--- src/rtl/tx_escseq_serializer.sv ---
// SpaceWire escape-sequence serializer: time-codes, interrupts and interrupt
// acknowledges sent as ESC + data character, data-strobe encoded.
//
// state   | meaning
// --------+-------------------------------------------------------------
// S_IDLE  | waiting for slot_free and a pending request
// S_LOAD  | one cycle: ack pulse out, frame/divisor/line state latched
// S_SHIFT | 14 bit periods, each tx_clk_div+1 clocks long
// S_DONE  | one cycle: done pulse, busy dropped
module tx_escseq_serializer #(
  parameter int DIV_W  = 8,
  parameter int INT_EN = 1
) (
  input  logic             pclk_tx,
  input  logic             reset_tx,
  input  logic [DIV_W-1:0] tx_clk_div,
  input  logic             slot_free,
  input  logic             last_dout,
  input  logic             last_sout,
  input  logic             prev_parity,
  input  logic             tc_req,
  input  logic [7:0]       tc_value,
  input  logic             int_req,
  input  logic [5:0]       int_id,
  input  logic             ack_req,
  input  logic [5:0]       ack_id,
  output logic             tc_ack,
  output logic             int_ack,
  output logic             ack_ack,
  output logic             busy,
  output logic             done,
  output logic             tx_dout_esc,
  output logic             tx_sout_esc,
  output logic             parity_out
);

  localparam logic [1:0] S_IDLE  = 2'd0;
  localparam logic [1:0] S_LOAD  = 2'd1;
  localparam logic [1:0] S_SHIFT = 2'd2;
  localparam logic [1:0] S_DONE  = 2'd3;

  logic [1:0]       state;
  logic [DIV_W-1:0] div_q;
  logic [DIV_W-1:0] cnt;
  logic [3:0]       bits_left;
  logic [13:0]      frame;
  logic             prev_d;
  logic             prev_s;

  logic             int_ok;
  logic             ack_ok;
  logic             pick_tc;
  logic             pick_int;
  logic             pick_ack;
  logic             start;
  logic [7:0]       sel_payload;
  logic             esc_b0;

  // Interrupt sources are masked entirely when the feature is disabled.
  assign int_ok   = (INT_EN != 0) && int_req;
  assign ack_ok   = (INT_EN != 0) && ack_req;
  assign pick_tc  = tc_req;
  assign pick_int = !tc_req && int_ok;
  assign pick_ack = !tc_req && !int_ok && ack_ok;
  assign start    = (state == S_IDLE) && slot_free && (pick_tc || pick_int || pick_ack);

  always_comb begin
    sel_payload = tc_value;
    if (pick_int)      sel_payload = {2'b10, int_id};
    else if (pick_ack) sel_payload = {2'b11, ack_id};
  end

  // ESC parity bit covers the previous character's data bits plus this control flag.
  assign esc_b0 = ~(prev_parity ^ 1'b1);

  always_ff @(posedge pclk_tx or posedge reset_tx) begin
    if (reset_tx) begin
      state       <= S_IDLE;
      div_q       <= '0;
      cnt         <= '0;
      bits_left   <= 4'd0;
      frame       <= 14'd0;
      prev_d      <= 1'b0;
      prev_s      <= 1'b0;
      tc_ack      <= 1'b0;
      int_ack     <= 1'b0;
      ack_ack     <= 1'b0;
      busy        <= 1'b0;
      done        <= 1'b0;
      tx_dout_esc <= 1'b0;
      tx_sout_esc <= 1'b0;
      parity_out  <= 1'b0;
    end else begin
      tc_ack  <= 1'b0;
      int_ack <= 1'b0;
      ack_ack <= 1'b0;
      done    <= 1'b0;
      case (state)
        S_IDLE: begin
          if (start) begin
            state      <= S_LOAD;
            busy       <= 1'b1;
            tc_ack     <= pick_tc;
            int_ack    <= pick_int;
            ack_ack    <= pick_ack;
            // frame[0] is sent first: ESC parity, ESC = 1,1,1, data parity 1, flag 0, payload.
            frame      <= {sel_payload, 5'b01111, esc_b0};
            div_q      <= tx_clk_div;
            prev_d     <= last_dout;
            prev_s     <= last_sout;
            parity_out <= ^sel_payload;
          end
        end
        S_LOAD: begin
          state       <= S_SHIFT;
          tx_dout_esc <= frame[0];
          tx_sout_esc <= (frame[0] == prev_d) ? ~prev_s : prev_s;
          frame       <= frame >> 1;
          cnt         <= div_q;
          bits_left   <= 4'd13;
        end
        S_SHIFT: begin
          if (cnt == '0) begin
            if (bits_left == 4'd0) begin
              state <= S_DONE;
              done  <= 1'b1;
              busy  <= 1'b0;
            end else begin
              bits_left   <= bits_left - 4'd1;
              cnt         <= div_q;
              tx_dout_esc <= frame[0];
              tx_sout_esc <= (frame[0] == tx_dout_esc) ? ~tx_sout_esc : tx_sout_esc;
              frame       <= frame >> 1;
            end
          end else begin
            cnt <= cnt - 1'b1;
          end
        end
        S_DONE: begin
          state <= S_IDLE;
        end
        default: begin
          state <= S_IDLE;
          busy  <= 1'b0;
        end
      endcase
    end
  end

endmodule
--- config.mk ---
export PLATFORM = sky130hd
export DESIGN_NAME = tx_escseq_serializer
export DESIGN_NICKNAME = d
export VERILOG_FILES = /design/src/rtl/tx_escseq_serializer.sv
export SDC_FILE = /design/constraint.sdc
export NUM_CORES = 1
export LEC_CHECK = 0
export ABC_AREA = 1
export CAP_MARGIN = 20
export CORE_MARGIN = 2
export CORE_UTILIZATION = 60
export CTS_BUF_LIST = sky130_fd_sc_hd__clkbuf_8
export CTS_CLUSTER_DIAMETER = 50
export DETAILED_ROUTE_END_ITERATION = 12
export GPL_TIMING_DRIVEN = 1
export MAX_ROUTING_LAYER = met4
export PLACE_DENSITY = 0.93
export SYNTH_ARGS = -nofsm -noshare
export SYNTH_HDL_FRONTEND = slang
export SYNTH_SLANG_ARGS = --single-unit
--- constraint.sdc ---
create_clock -name pclk_tx -period 4 [get_ports pclk_tx]
set_clock_uncertainty 0.05 [all_clocks]
set_input_delay 0.8 -clock pclk_tx [delete_from_list [all_inputs] [get_ports pclk_tx]]
set_output_delay 0.8 -clock pclk_tx [all_outputs]
set_load 0.05 [all_outputs]
==> flow_summary.json, run 1 <==
{
  "die_h_um": 72.2,
  "finalSetupTns_ns": 0,
  "synth_fa_ha_area_frac": 0.0359,
  "grt_max_degree": 25,
  "grt_pass1_wl_mm": 9.98,
  "cts_resized": 0,
  "synth_edf_count": 0,
  "critPathCaptureType": "flip-flop",
  "synthCells": 373,
  "r2r_slack_ns": 1.51,
  "rows": 24,
  "core_area_sq_um": 4410,
  "final_nets": 458,
  "yosysSeqAreaShare": 0.413,
  "drc": 0,
  "grt-ovfl-total": 0,
  "firstDrtPassIters": 5,
  "fmax_mhz": 379,
  "slew_headroom": 0.431,
  "sw_frac_of_total": 0.457,
  "synth_top_cell_area_share": 0.413,
  "critPathRequiredTime_ns": 4.17,
  "cts_setup_buffers": 0,
  "synth-async-reset-ratio": 1.00,
  "die_w_um": 72.2,
  "initial_core_util": 0.632,
  "dieArea_sq_um": 5210,
  "numCtsBuffers": 5,
  "status": "finished, final reports clean",
  "num_antenna_cells": 0,
  "slew_violations": 0,
  "yosys.area_share.simple": 0.298,
  "wl_per_cell_um": 12.3,
  "muxShareOfSynthArea": 0,
  "crit_fanout": 24,
  "grt_usage": 0.246,
  "yosysMostFrequentCell": "nand2_1",
  "worst_slew_pin_slew_ns": 0.848,
  "cts_tree": "yes",
  "ys_top_cells_by_area": "dfrtp_1 41%, nand2_1 16%, nand3_1 6.5%, inv_1 5.9%, o21ai_0 3.8%",
  "synth_area_sq_um": 2790,
  "maxCapViolCount": 0,
  "holdBufCountCts": 0,
  "criticalPathCategory": "input port to flip-flop",
  "synth-main-ff-cell": "dfrtp_1",
  "synth_top_family_by_area": "simple AND/OR/NAND/NOR gates",
  "ant_nets": 0,
  "cts_root_buf": "clkbuf_8",
  "pwr-share-comb": 0.538,
  "worstHoldEndpoint": "div_q[5]$_DFFE_PP0P_",
  "path_clk_slew_ns": 0.09,
  "cp.buffers_inverters": 4,
  "synth_warnings": 0,
  "vdd_drop_max_mv": 0.300,
  "syn_to_final_growth_pct": 19.3,
  "first_iter_violations": 171,
  "via_count": 2515,
  "syn_avg_cell_area_sq_um": 7.47,
  "synth-seq-cells": 46,
  "cts_buffer_depth": 2,
  "internal_power_w": 0.00137,
  "cp-start-kind": "input port",
  "viasPerCell": 5.40,
  "min_period_ns": 2.64,
  "synth-xor-area-share": 0.0126,
  "p_leak_nw": 1.65,
  "layout-drive-gt1-share": 0.0773,
  "power_frac_seq": 0.324,
  "place.port_buffers": 44,
  "grt_pass1_vias": 2341,
  "syn_nets": 418,
  "clk_latency_ns": 0.30,
  "cts_sinks": 46,
  "critical-path-max-stage-delay_ns": 0.71,
  "dp_hpwl_mm": 4.38,
  "synth_compound_area_frac": 0.141,
  "p_per_area_nw_per_um2": 756,
  "p_sw_w": 0.00115,
  "ys_types": 35,
  "cp_data_arrival_time_ns": 2.81,
  "hold_violations": 0,
  "synth_top_area_cell": "dfrtp_1",
  "worstReg2RegEnd": "frame[4]$_DFFE_PP0P_",
  "antenna_found_initial": 0,
  "final.period_utilization": 0.659,
  "path_common_cell": "buf_4",
  "pwr-share-clk": 0.137,
  "cp_top_family": "buffers and inverters",
  "filler_cell_count": 321,
  "ioPinCount": 45,
  "cp_slowest_cell": "clkdlybuf4s50_1",
  "hold_depth": 2,
  "hold_class": "flip-flop to flip-flop",
  "power_w": 0.00251,
  "synthTopCellsByCount": "120 x nand2_1, 46 x dfrtp_1, 44 x inv_1",
  "place_congestion": 0.875,
  "rsz0062_at_grt": "no",
  "wirelength_mm": 5.75,
  "reg2reg_from": "state[0]$_DFFE_PP0P_",
  "hp-start": "div_q[5]$_DFFE_PP0P_",
  "htreeDepth": 2,
  "rr_worst_depth": 6,
  "path_cells": "clkdlybuf4s50_1 > inv_1 > a21oi_2 > buf_4 > nor2_1 > nor3_4 > buf_4 > o21ai_0 > o22ai_1",
  "setup_violations": 0
}
-- worst min-delay path: stages (launching register included) --
cell and delay [ns]:
dfrtp_1 0.36, nand2_1 0.06, nand2_1 0.05
-- registers in the layout (all words and copies together) (netlist names) --
signal,count
tx_sout_esc,1
tc_ack,1
prev_s,1
frame,14
ack_ack,1
tx_dout_esc,1
cnt,8
div_q,8
prev_d,1
done,1
int_ack,1
state,2
busy,1
parity_out,1
bits_left,4
-- area by class of cell --
| class | instances | area, sq um | area share |
|---|---|---|---|
| clock buffer | 5 | 68.8 | 0.0207 |
| clock inverter | 3 | 41.3 | 0.0124 |
| inverter | 47 | 176 | 0.0530 |
| multi-input combinational | 266 | 1360 | 0.409 |
| sequential | 46 | 1150 | 0.346 |
| tap | 52 | 65.1 | 0.0196 |
| timing repair buffer | 47 | 463 | 0.139 |
-- per-layer routing --
| metal | part of all wire | GRT usage | routed length [um] | up-vias |
|---|---|---|---|---|
| li1 | - | - | - | 1281 |
| met1 | 0.42 | 0.285 | 2440 | 1159 |
| met2 | 0.52 | 0.434 | 2970 | 67 |
| met3 | 0.043 | 0.0333 | 246 | 8 |
| met4 | 0.017 | 0.0901 | 95 | 0 |
| met5 | 0 | - | 0 | - |
-- layout by cell type, fill, tap and decap left out --
cell,synthesis,layout
nand2_2,3,3
clkdlybuf4s50_1,0,44
nor3_4,1,1
xor2_1,2,2
nor4_1,1,1
nand3_1,36,36
o21ai_1,6,6
inv_2,2,2
clkinvlp_4,0,1
or2_1,3,3
o22ai_2,3,3
bufinv_16,0,1
nor2_4,1,1
nor3_1,1,1
dfrtp_1,46,46
o211ai_1,3,3
o22ai_1,6,6
nand2_1,120,120
a21oi_1,6,6
nor2_2,1,1
a22oi_1,2,2
o21a_1,2,2
ha_1,8,8
nand4_1,4,4
nor2_1,20,20
o21ai_0,21,21
clkbuf_8,0,5
o22a_1,3,3
o211ai_2,1,1
or2_2,3,3
buf_4,3,3
clkinv_1,1,2
inv_1,44,44
a21oi_2,2,2
o21ai_2,5,5
xnor2_1,2,2
-- cells by family after synthesis --
group / Yosys count
simple gates: 194
flops: 46
buf+inv: 61
compound gates: 60
xor+xnor: 4
fa+ha+maj: 8
-- stage by stage --
stage / setup slack [ns] / instance area [sq um] / utilization / cells / hold WS (ns)
after floorplan: 2.06 / 2790 / - / 373 / 0.387
after global placement: 1.13 / 3220 / 0.728 / 458 / 0.409
after detailed placement: 1.09 / 3220 / 0.728 / 458 / 0.415
after CTS: 1.40 / 3330 / 0.753 / 466 / 0.437
after global routing: 1.17 / 3330 / 0.753 / 466 / 0.465
final: 1.36 / 3330 / 0.753 / 466 / 0.438
-- power groups by stage --
stage	sequential [W]	clock (W)	combinational [W]
2_1_floorplan	0.000869	0	0.00105
3_3_place_gp	0.000812	0	0.00128
3_5_place_dp	0.000822	0	0.00133
4_1_cts	0.000814	0.000343	0.00135
5_1_grt	0.000835	0.000364	0.00153
6_report	0.000815	0.000345	0.00135
-- worst max path at each step --
stage	from	to	slack, ns	cells past startpoint
floorplan	reset_tx	ack_ack$_DFF_PP0_	2.06	1
global route	ack_req	frame[9]$_DFFE_PP0P_	1.17	9
detailed placement	ack_req	frame[12]$_DFFE_PP0P_	1.09	9
global placement	ack_req	frame[12]$_DFFE_PP0P_	1.13	9
CTS	ack_req	frame[12]$_DFFE_PP0P_	1.40	9
finish	ack_req	frame[11]$_DFFE_PP0P_	1.36	9
No activity file was read; power rests on OpenSTA's default activity.
==> run 2, diff against run 1 <==
--- a/config.mk
+++ b/config.mk
@@ -8,13 +8,13 @@
 export ABC_AREA = 1
 export CAP_MARGIN = 20
 export CORE_MARGIN = 2
-export CORE_UTILIZATION = 60
+export CORE_UTILIZATION = 56
 export CTS_BUF_LIST = sky130_fd_sc_hd__clkbuf_8
 export CTS_CLUSTER_DIAMETER = 50
 export DETAILED_ROUTE_END_ITERATION = 12
 export GPL_TIMING_DRIVEN = 1
 export MAX_ROUTING_LAYER = met4
-export PLACE_DENSITY = 0.93
+export PLACE_DENSITY = 0.88
 export SYNTH_ARGS = -nofsm -noshare
 export SYNTH_HDL_FRONTEND = slang
 export SYNTH_SLANG_ARGS = --single-unit
==> constraint.sdc (replaced) <==
create_clock -name pclk_tx -period 2.5 [get_ports pclk_tx]
set_clock_uncertainty 0.05 [all_clocks]
set_input_delay 0.5 -clock pclk_tx [delete_from_list [all_inputs] [get_ports pclk_tx]]
set_output_delay 0.5 -clock pclk_tx [all_outputs]
set_load 0.05 [all_outputs]
==> run 2 against run 1 <==
Sequential share of layout area is 0.36 points lower; hold slack better by 0.00087 ns; highest routed layer unchanged; cell area is 1.1% higher; global-route usage is 0.53 points lower; die area is 6.7% higher; clock power is 22% higher; combinational power is 67% higher; critical path depth is 8 lower; non-clock buffer count is 5 higher; via count is 2.6% lower; power is 59% higher.
==> flow_summary.json, run 2 (synthesis gave the netlist of run 1 again) <==
{
  "worst_slew_pin_slew_ns": 0.623,
  "hold_violations": 0,
  "critPathCaptureType": "output pin",
  "firstDrtPassIters": 4,
  "critPathRequiredTime_ns": 1.95,
  "rr_worst_depth": 9,
  "top_register": "frame",
  "rows": 25,
  "pwr-share-comb": 0.567,
  "num_antenna_cells": 0,
  "htreeDepth": 2,
  "p_per_area_nw_per_um2": 1190,
  "criticalPathCategory": "flip-flop to output pin",
  "slew_violations": 0,
  "finalSetupTns_ns": 0,
  "wl_per_cell_um": 12.1,
  "ioPinCount": 45,
  "final.period_utilization": 0.818,
  "cp_slowest_cell": "clkdlybuf4s50_1",
  "postLayoutCoreUtil": 0.707,
  "dp_hpwl_mm": 4.65,
  "first_iter_violations": 181,
  "ant_nets": 0,
  "largest_registers": "frame x14, cnt x8, div_q x8",
  "sw_frac_of_total": 0.461,
  "cts_resized": 0,
  "hold_depth": 2,
  "pre_cts_ws_ns": 0.186,
  "setup_violations": 0,
  "grt-ovfl-total": 0,
  "pwr-share-clk": 0.105,
  "p_leak_nw": 1.67,
  "power_frac_seq": 0.328,
  "grt_usage": 0.241,
  "cts_setup_buffers": 0,
  "drc": 0,
  "clk_latency_ns": 0.30,
  "largest_reg_flops": 14,
  "grt_max_degree": 25,
  "cp_data_arrival_time_ns": 1.49,
  "via_count": 2450,
  "grt_pass1_vias": 2293,
  "cp_top_family": "buffers and inverters",
  "syn_to_final_growth_pct": 20.6,
  "cp.buffers_inverters": 1,
  "path_cells": "clkdlybuf4s50_1",
  "grt_pass1_wl_mm": 10.0,
  "die_h_um": 74.6,
  "layout_common_cells": "120 x nand2_1, 46 x dfrtp_1, 45 x inv_1",
  "layout-drive-gt1-share": 0.0837,
  "antenna_found_initial": 0,
  "status": "finished, final reports clean",
  "cts_tree": "yes",
  "initial_core_util": 0.586,
  "die_w_um": 74.6,
  "cp-start-kind": "flip-flop",
  "numCtsBuffers": 5,
  "crit_fanout": 2,
  "path_clk_slew_ns": 0.08,
  "final_nets": 463,
  "place_congestion": 0.884,
  "wirelength_mm": 5.87,
  "fmax_mhz": 489,
  "hold_class": "flip-flop to flip-flop",
  "vdd_drop_max_mv": 0.536,
  "holdBufCountCts": 0,
  "filler_cell_count": 414,
  "dieArea_sq_um": 5560,
  "slew_headroom": 0.582,
  "place.port_buffers": 44,
  "internal_power_w": 0.00215,
  "viasPerCell": 5.05,
  "cp.depth": 1,
  "setup_slack_ns": 0.455,
  "core_area_sq_um": 4750,
  "maxCapViolCount": 0,
  "cts_root_buf": "clkbuf_8",
  "layout.cells.most_common": "nand2_1",
  "critical-path-max-stage-delay_ns": 0.84,
  "cts_buffer_depth": 2,
  "cts_sinks": 46,
  "min_period_ns": 2.04,
  "whs_ns": 0.439,
  "p_sw_w": 0.00184,
  "rsz0062_at_grt": "no"
}
==> run 2: metal layers <==
metal / global-route usage / part of all wire
met1: 0.292 / 0.45
met2: 0.413 / 0.50
met3: 0.0298 / 0.034
met4: 0.0853 / 0.020
met5: - / 0
==> run 2: final cells by class <==
class | instances | area (sq um) | share of cell area
inverter | 47 | 176 | 0.0525
clock inverter | 2 | 7.51 | 0.00223
clock buffer | 5 | 68.8 | 0.0205
tap | 67 | 83.8 | 0.0249
multi-input combinational | 266 | 1360 | 0.405
sequential | 46 | 1150 | 0.343
timing repair buffer | 52 | 513 | 0.153
==> run 2: stage by stage <==
step | cell area [sq um] | total power (W) | cells
6_report | 3360 | 0.00399 | 485
5_1_grt | 3360 | 0.00435 | 485
4_1_cts | 3360 | 0.00400 | 485
3_5_place_dp | 3280 | 0.00359 | 478
3_3_place_gp | 3280 | 0.00346 | 478
2_1_floorplan | 2790 | 0.00306 | 373
==> run 2: path summary, 6_finish.rpt <==
check                                       start                    end  slack [ns]
setup / recovery           parity_out$_DFFE_PP0P_             parity_out        0.46
max in group asynchronous                reset_tx  frame[10]$_DFFE_PP0P_        1.34
min in group asynchronous                reset_tx     cnt[4]$_DFFE_PP0P_        0.45
hold reg to reg              div_q[6]$_DFFE_PP0P_   div_q[6]$_DFFE_PP0P_        0.44
setup reg to reg               cnt[0]$_DFFE_PP0P_   frame[2]$_DFFE_PP0P_        0.52
hold / removal               div_q[6]$_DFFE_PP0P_   div_q[6]$_DFFE_PP0P_        0.44
==> run 2: power by group through the flow <==
stage          Clock, W  Sequential, W  Combinational [W]
3_3_place_gp          0        0.00130            0.00216
4_1_cts        0.000424        0.00131            0.00227
2_1_floorplan         0        0.00139            0.00167
6_report       0.000420        0.00131            0.00226
3_5_place_dp          0        0.00132            0.00226
5_1_grt        0.000456        0.00135            0.00255
